$ cat src/rtl/keypad_operand_entry.sv
// 4x4 active-low keypad scanner with debounce, hex encoding and operand assembly.
// Optional function keys (A-F as load/clear/negate/backspace) enabled by KEYPAD_FUNC_KEYS_EN.
module keypad_operand_entry #(
  parameter int OPERAND_N      = 8,
  parameter int SCAN_TICKS     = 1000,
  parameter int DEBOUNCE_TICKS = 20000
) (
  input  logic                 CLK,
  input  logic                 CLEAR,
  input  logic [3:0]           ROWS,
  output logic [3:0]           COLS,
  output logic [3:0]           KEY_CODE,
  output logic                 KEY_VALID,
  output logic [OPERAND_N-1:0] VALUE,
  output logic                 LOAD_A,
  output logic                 LOAD_B
);

  localparam int SW = $clog2(SCAN_TICKS);
  localparam int DW = $clog2(DEBOUNCE_TICKS + 1);
  localparam logic [SW-1:0] SCAN_LAST = SW'(SCAN_TICKS - 1);
  localparam logic [DW-1:0] DB_LAST   = DW'(DEBOUNCE_TICKS - 1);

  typedef enum logic [1:0] {SCAN, DEBOUNCE, ACCEPT, RELEASE} state_t;

  state_t               state;
  logic [3:0]           rows_meta;
  logic [3:0]           srows;
  logic [1:0]           col;
  logic [1:0]           row;
  logic [SW-1:0]        dwell;
  logic [DW-1:0]        db_cnt;
  logic [1:0]           low_row;
  logic                 any_low;
  logic [3:0]           code;
  logic [OPERAND_N-1:0] value_next;
  logic                 load_a_next;
  logic                 load_b_next;

  function automatic logic [3:0] key_map(input logic [1:0] r, input logic [1:0] c);
    case ({r, c})
      4'h0: key_map = 4'h1;  4'h1: key_map = 4'h2;  4'h2: key_map = 4'h3;  4'h3: key_map = 4'hA;
      4'h4: key_map = 4'h4;  4'h5: key_map = 4'h5;  4'h6: key_map = 4'h6;  4'h7: key_map = 4'hB;
      4'h8: key_map = 4'h7;  4'h9: key_map = 4'h8;  4'hA: key_map = 4'h9;  4'hB: key_map = 4'hC;
      4'hC: key_map = 4'hE;  4'hD: key_map = 4'h0;  4'hE: key_map = 4'hF;  default: key_map = 4'hD;
    endcase
  endfunction

  // NOTE: every always_comb output gets a default first so no latch is inferred.
  always_comb begin
    any_low = (srows != 4'hF);
    low_row = 2'd0;
    // Descending scan so the lowest-index low row is the one that sticks.
    for (int r = 3; r >= 0; r--) begin
      if (!srows[r]) low_row = 2'(r);
    end
  end

  assign code = key_map(row, col);

  always_comb begin
    value_next  = (VALUE << 4) | OPERAND_N'(code);
    load_a_next = 1'b0;
    load_b_next = 1'b0;
`ifdef KEYPAD_FUNC_KEYS_EN
    case (code)
      4'hA: begin value_next = VALUE; load_a_next = 1'b1; end
      4'hB: begin value_next = VALUE; load_b_next = 1'b1; end
      4'hC: value_next = '0;
      4'hD: value_next = -VALUE;
      4'hE: value_next = VALUE >> 4;
      4'hF: value_next = VALUE;
      default: ;
    endcase
`endif
  end

  // NOTE: sequential state uses non-blocking assignments so all flops update from pre-edge values.
  always_ff @(posedge CLK) begin
    if (CLEAR) begin
      rows_meta <= 4'hF;
      srows     <= 4'hF;
      state     <= SCAN;
      col       <= 2'd0;
      row       <= 2'd0;
      dwell     <= '0;
      db_cnt    <= '0;
      COLS      <= 4'b1110;
      KEY_CODE  <= 4'h0;
      KEY_VALID <= 1'b0;
      VALUE     <= '0;
      LOAD_A    <= 1'b0;
      LOAD_B    <= 1'b0;
    end else begin
      rows_meta <= ROWS;
      srows     <= rows_meta;
      KEY_VALID <= 1'b0;
      LOAD_A    <= 1'b0;
      LOAD_B    <= 1'b0;
      case (state)
        SCAN: begin
          if (dwell == SCAN_LAST) begin
            dwell <= '0;
            if (any_low) begin
              row    <= low_row;
              db_cnt <= '0;
              state  <= DEBOUNCE;
            end else begin
              col  <= col + 2'd1;
              COLS <= {COLS[2:0], COLS[3]};
            end
          end else begin
            dwell <= dwell + 1'b1;
          end
        end
        DEBOUNCE: begin
          if (srows[row]) begin
            col   <= col + 2'd1;
            COLS  <= {COLS[2:0], COLS[3]};
            dwell <= '0;
            state <= SCAN;
          end else if (db_cnt == DB_LAST) begin
            // Outputs are registered here so they are visible during the ACCEPT cycle.
            KEY_VALID <= 1'b1;
            KEY_CODE  <= code;
            VALUE     <= value_next;
            LOAD_A    <= load_a_next;
            LOAD_B    <= load_b_next;
            state     <= ACCEPT;
          end else begin
            db_cnt <= db_cnt + 1'b1;
          end
        end
        ACCEPT: begin
          db_cnt <= '0;
          state  <= RELEASE;
        end
        default: begin
          if (!srows[row]) begin
            db_cnt <= '0;
          end else if (db_cnt == DB_LAST) begin
            col   <= col + 2'd1;
            COLS  <= {COLS[2:0], COLS[3]};
            dwell <= '0;
            state <= SCAN;
          end else begin
            db_cnt <= db_cnt + 1'b1;
          end
        end
      endcase
    end
  end

endmodule

$ cat config.mk
export PLATFORM = sky130hd
export DESIGN_NAME = keypad_operand_entry
export DESIGN_NICKNAME = d
export VERILOG_FILES = /design/src/rtl/keypad_operand_entry.sv
export SDC_FILE = /design/constraint.sdc
export NUM_CORES = 1
export LEC_CHECK = 0
export ABC_CLOCK_PERIOD_IN_PS = 2700
export BUFFER_PORTS_ARGS = -buffer_cell sky130_fd_sc_hd__buf_2
export CORE_MARGIN = 2
export CORE_UTILIZATION = 48
export DETAILED_ROUTE_END_ITERATION = 8
export PLACE_DENSITY_LB_ADDON = 0.15
export SETUP_SLACK_MARGIN = 0.3
export SLEW_MARGIN = 20
export SYNTH_ARGS = -nofsm -noshare
export SYNTH_HDL_FRONTEND = slang
export SYNTH_SLANG_ARGS = --single-unit
$ cat constraint.sdc
create_clock -name CLK -period 2.7 [get_ports CLK]
set_input_delay 0.27 -clock CLK [delete_from_list [all_inputs] [get_ports CLK]]
set_output_delay 0.27 -clock CLK [all_outputs]
set_load 0.005 [all_outputs]
### After elaboration in Yosys (flattened, before gate mapping)

Memory sizes are Yosys's and may differ from the RTL's.
Index checks and enable logic that the tools add are counted.

| operators by class | value |
|---|---|
| add/subtract/negate cells | 3 |
| $lt $le $gt $ge | 1 |
| eq/ne operators | 11 |
| muxes and demuxes | 37 |
| bitwise logic cells | 4 |
| reductions and logical operators | 12 |

Operator list:

| operator | number |
|---|---|
| 15-bit 2-to-1 mux | 5 |
| 15-bit case mux with 3 select lines | 1 |
| 10-bit 2-to-1 mux | 4 |
| 2-bit 2-to-1 mux | 15 |
| 10-bit case mux with 3 select lines | 1 |
| 4-bit 2-to-1 mux | 5 |
| 15-bit by 1-bit adder with 15-bit output, second input constant | 1 |
| 15-bit equality test, second input constant | 1 |
| 2-bit case mux with 3 select lines | 2 |
| 4-bit case mux with 3 select lines | 1 |
| 10-bit by 1-bit adder with 10-bit output, second input constant | 1 |
| 10-bit equality test, second input constant | 1 |
| 2-bit != test, second input constant | 5 |
| 3-bit AND reduction | 3 |
| 8-bit by 4-bit OR with 8-bit output | 1 |
| 4-bit nonzero test | 2 |
| 6-bit AND reduction | 1 |
| 5-bit AND reduction | 1 |
| 4-bit != test, second input constant | 1 |
| 4-bit AND reduction | 1 |
| 2-bit by 3-bit < comparator with 1-bit output, second input constant | 1 |
| 3-bit != test, second input constant | 1 |
| 1-bit NOT | 3 |
| 3-bit nonzero test | 1 |
| other kinds (8) | 9 |

| storage, ports and cells | value |
|---|---|
| flip-flop bits (word level) | 56 |
| ROM bits | 64 |
| bits of input ports | 6 |
| output and inout port bits | 19 |
| word-level logic and storage cells | 80 |
| memories | 1 |

Memories:

| memory | words | bits a word | rd ports | clocked after Yosys merged registers in | write ports | line | text |
|---|---|---|---|---|---|---|---|
| (no name shown) | 16 | 4 | 1 | 0 | 0 | 41 | `case ({r, c})` |

### Longest topological paths before layout

| logic depth | value |
|---|---|
| word-level depth | 4 |
| mapped depth | 8 |
| mapped depth without buffers | 6 |

### Least setup slack after synthesis

Ideal clock, no wire load.

| timing | value |
|---|---|
| path kind | register -> register |
| start | register row[0] |
| end | register db_cnt[10] |
| library setup time | 70 ps |
| data arrival time | 2212 ps |
| data required time | 2630 ps |
| path slack | 419 ps |
| cell stages (with the launch flop) | 9 |
| buffers on the path | 3 |
| clock period less this slack | 2281 ps |
| path through | dfxtp_1 buf_6 mux4_2 or2_1 buf_6 and2_4 buf_6 or4_1 a21oi_1 |

| between the ends | value |
|---|---|
| longest elaborated chain between the ends | 4 |
| elaborated cells on any way between the ends | 6 |
| classes of those cells | eq/ne: 1; mux: 4; reduce/logical: 1 |

RTL lines:

| element | line | text |
|---|---|---|
| start, declared | 30 | `logic [1:0] row;` |
| start signal, assigned | 105 | `row <= low_row;` |
| 1-bit binary-select mux with 2-bit select (*) | 117, 139 |  |
| 1-bit 2-to-1 mux (not written as such) (*) | 117, 139 |  |
| 15-bit 2-to-1 mux / 2-bit != test (equally long branches) | -- |  |
| 15-bit case mux with 3 select lines / 3-bit AND reduction (equally long branches) | -- |  |
| end signal, assigned | 131 | `db_cnt <= db_cnt + 1'b1;` |
| end signal, assigned | 147 | `db_cnt <= db_cnt + 1'b1;` |
| end, declared | 32 | `logic [DW-1:0] db_cnt;` |

Every way passes the cells marked *; elsewhere a longest branch is shown, timed or not. The select of a mux whose other input is x is not followed.
A chain may end at the register's enable or synchronous reset.

### Worst setup path in the final report

| timing | value |
|---|---|
| start | register db_cnt[7] |
| end | register dwell[3] |

| between the ends | value |
|---|---|
| longest elaborated chain between the ends | 3 |

RTL lines:

| element | line | text |
|---|---|---|
| 15-bit equality test | 141 | `end else if (db_cnt == DB_LAST) begin` |
| 3-bit nonzero test (no source line) | -- |  |
| 4-bit AND reduction (no source line) | -- |  |
| end signal, assigned | 113 | `dwell <= dwell + 1'b1;` |
| end, declared | 31 | `logic [SW-1:0] dwell;` |

Every way passes these cells.

==> reports/qor.txt <==
Core footprint = 0.00520 sq mm
Netlist cell types = 53
# rows = 26
Final setup violation count = 0
Die H = 78.1 um
Vias per std cell = 5.34
Syn Area/Cell = 9.03 sq um
Global-route wire length before repair = 8.50 mm
Post-DR wirelength/cell = 12.8 um
Vias in the first global route = 1902
PD cells = 452 mW/mm^2
Yosys top cell area share = 39.5%
CTS sink cnt = 52
Initial antenna violation count = 0
XOR/XNOR share of the synthesized area = 5.32%
Number of synthesized flops with an enable pin = 0
Antenna viol nets, final = 0
Synth Area in Compound Gates = 12.3%
Die area = 0.00610 sq mm
Gr ovfl total = 0
Ys async rst share = 0%
H-tree depth = 2
GR Util All Layers = 17.0%
Clk buf depth = 2
Main synth FF type = dfxtp_1
Measured slew at the worst slew-check pin = 0.641 ns
Worst-Skew Late Latency = 0.31 ns
Leak = 0.00104 uW
#FFs+latches synth = 52
DRC violations left = 0
Input/output buffers = 22
Share of cells above drive strength 1 = 19.0%
Routed wire length = 4.85 mm
Largest cells by area after synthesis = dfxtp_1 (39%), mux2i_1 (5.3%), nor2_1 (5.3%), xnor2_1 (5.0%), a211oi_1 (3.4%)
Max-Cap Viols = 0
Cells on worst reg2reg path = 5
CTS hold repair buffers = 0
Worst-path clk slew = 0.10 ns
Starting Density = 50.6%
Final Max Tran Viols = 0
Max Clock Freq = 0.435 GHz
Initial drt markers = 102
Clk_skew = 0.00871 ns
Pre-Repair DR Iteration Count = 4
Post-route insts no fill = 380
Slew Limit Headroom = 56.9%
N_diodes = 0
Fin crit period = 2.30 ns
Worst EP arrival = 2.55 ns
Most frequent cell after synthesis = dfxtp_1
WHS Path Cells = 2
Period utilization = 85.2%
Largest net degree at the start of global routing = 29
Crit path capture type = flip-flop
Area growth from synthesis to layout = 8.50%
Peak VDD IR = 0.375 mV
Inst Count DP = 370
Final #Nets = 322
Synth Cell Area = 0.00264 sq mm
Root Driver = clkbuf_8
IO Count = 25
CTS Buf Count = 5
Status = finished, final reports clean
Total power = 1290 uW
CTS tree = yes
Sequential share of the synthesized area = 39.5%
WP data required = 2.95 ns
RSZ-0062 raised after global routing = yes
Simple-gate share of the synthesized area = 23.4%
Post-synthesis mux area share = 8.02%
Vias = 2028
WS Path Type = reg2reg
Mapped Cells = 292
Startpoint types = flip-flop
Final hold viol count = 0
Die extent in x = 78.1 um
TNS Setup = 0 ns
Syn. warnings = 0
Top cells by count, synth = dfxtp_1 (52), nor2_1 (37), xnor2_1 (15)
CP Max Fanout = 6
Worst Hold Class = in2reg
HPWL after DPL = 3.40 mm
Gpl congestion = 0.840
Fraction of the mapped netlist area in adder cells = 3.70%
Largest family of logic cells by synthesized area = simple AND/OR/NAND/NOR gates
Post-synth top area cell = dfxtp_1
[state kept, by name (all words and copies together) (netlist names), 3 cells and up]
name	cells
db_cnt	15
dwell	10
VALUE	5
COLS	4
rows_meta	4
srows	4
KEY_CODE	3
[cells by family after synthesis]
kind of cell             after synthesis
AND/OR/NAND/NOR                      117
flip-flops                            52
AO/OA/AOI/OAI                         47
buffers and inverters                 33
multiplexers                          18
XOR/XNOR                              16
adder cells (fa/ha/maj)                8
other                                  1
[where the power goes]
| group | internal [uW] | switching (uW) | total, uW |
|---|---|---|---|
| combinational | 19.4 | 24.7 | 44.1 |
| sequential | 776 | 6.35 | 782 |
| clock | 189 | 276 | 466 |
[metrics by stage]
| stage | hold WS (ns) | worst slack (ns) | util (%) | instance area, sq um |
|---|---|---|---|---|
| final | 0.129 | 0.400 | 55.0 | 2860 |
| after detailed placement | 0.394 | 0.315 | 52.6 | 2740 |
| after CTS | 0.118 | 0.345 | 54.4 | 2830 |
| after global routing | 0.118 | 0.262 | 55.0 | 2860 |
| after floorplan | 0.374 | 0.419 | - | 2640 |
| after global placement | 0.391 | 0.393 | 52.6 | 2740 |
[worst max-delay path, stage by stage, from the launching register on]
cell	delay, ns
dfxtp_1	0.37
or4b_1	0.59
o41a_1	0.47
or2_1	0.29
or3_1	0.36
a21oi_1	0.15
[repair_timing]
item	4_1_cts	5_1_grt
buffers inserted	0	2
pin swaps	1	1
gates cloned	0	0
gates resized for setup	0	3
endpoints found under the setup margin	1	9
[final cells by class]
| type | count | area (sq um) |
|---|---|---|
| tap | 70 | 87.6 |
| multi-input combinational | 208 | 1410 |
| fill | 491 | 2340 |
| clock inverter | 3 | 25.0 |
| clock buffer | 5 | 68.8 |
| timing repair buffer | 33 | 193 |
| sequential | 52 | 1040 |
| inverter | 9 | 33.8 |
[cells in the final DEF (no fill, tap or decap), types with 5 or more instances in the layout]
cell      count
inv_1         9
nand3_1      11
buf_2        22
mux2i_1      14
nor3_1        6
dfxtp_1      52
nor2_1       37
a211oi_1     12
a21oi_1      14
nor4_1        5
buf_4        11
nand2_1      14
clkbuf_8      5
xnor2_1      15
or2_2         8
nand4_1       6
ha_1          7
o31ai_1       5
[layer usage]
layer  up-vias  wire length [um]  global-route usage (%)
met2        33              2140                    27.2
met4         0                72                    7.02
met5         -                 0                       0
met1       927              2480                    22.4
li1       1061                 -                       -
met3         7               157                    3.56
[path summary, 6_finish.rpt]
check                                   from      endpoint  slack (ns)
worst max-delay path               db_cnt[7]      dwell[3]        0.40
worst min-delay path                 ROWS[2]  rows_meta[2]        0.13
worst max register to register     db_cnt[7]      dwell[3]        0.40
worst min register to register  rows_meta[2]      srows[2]        0.42
(Power assumes the default switching activity.)
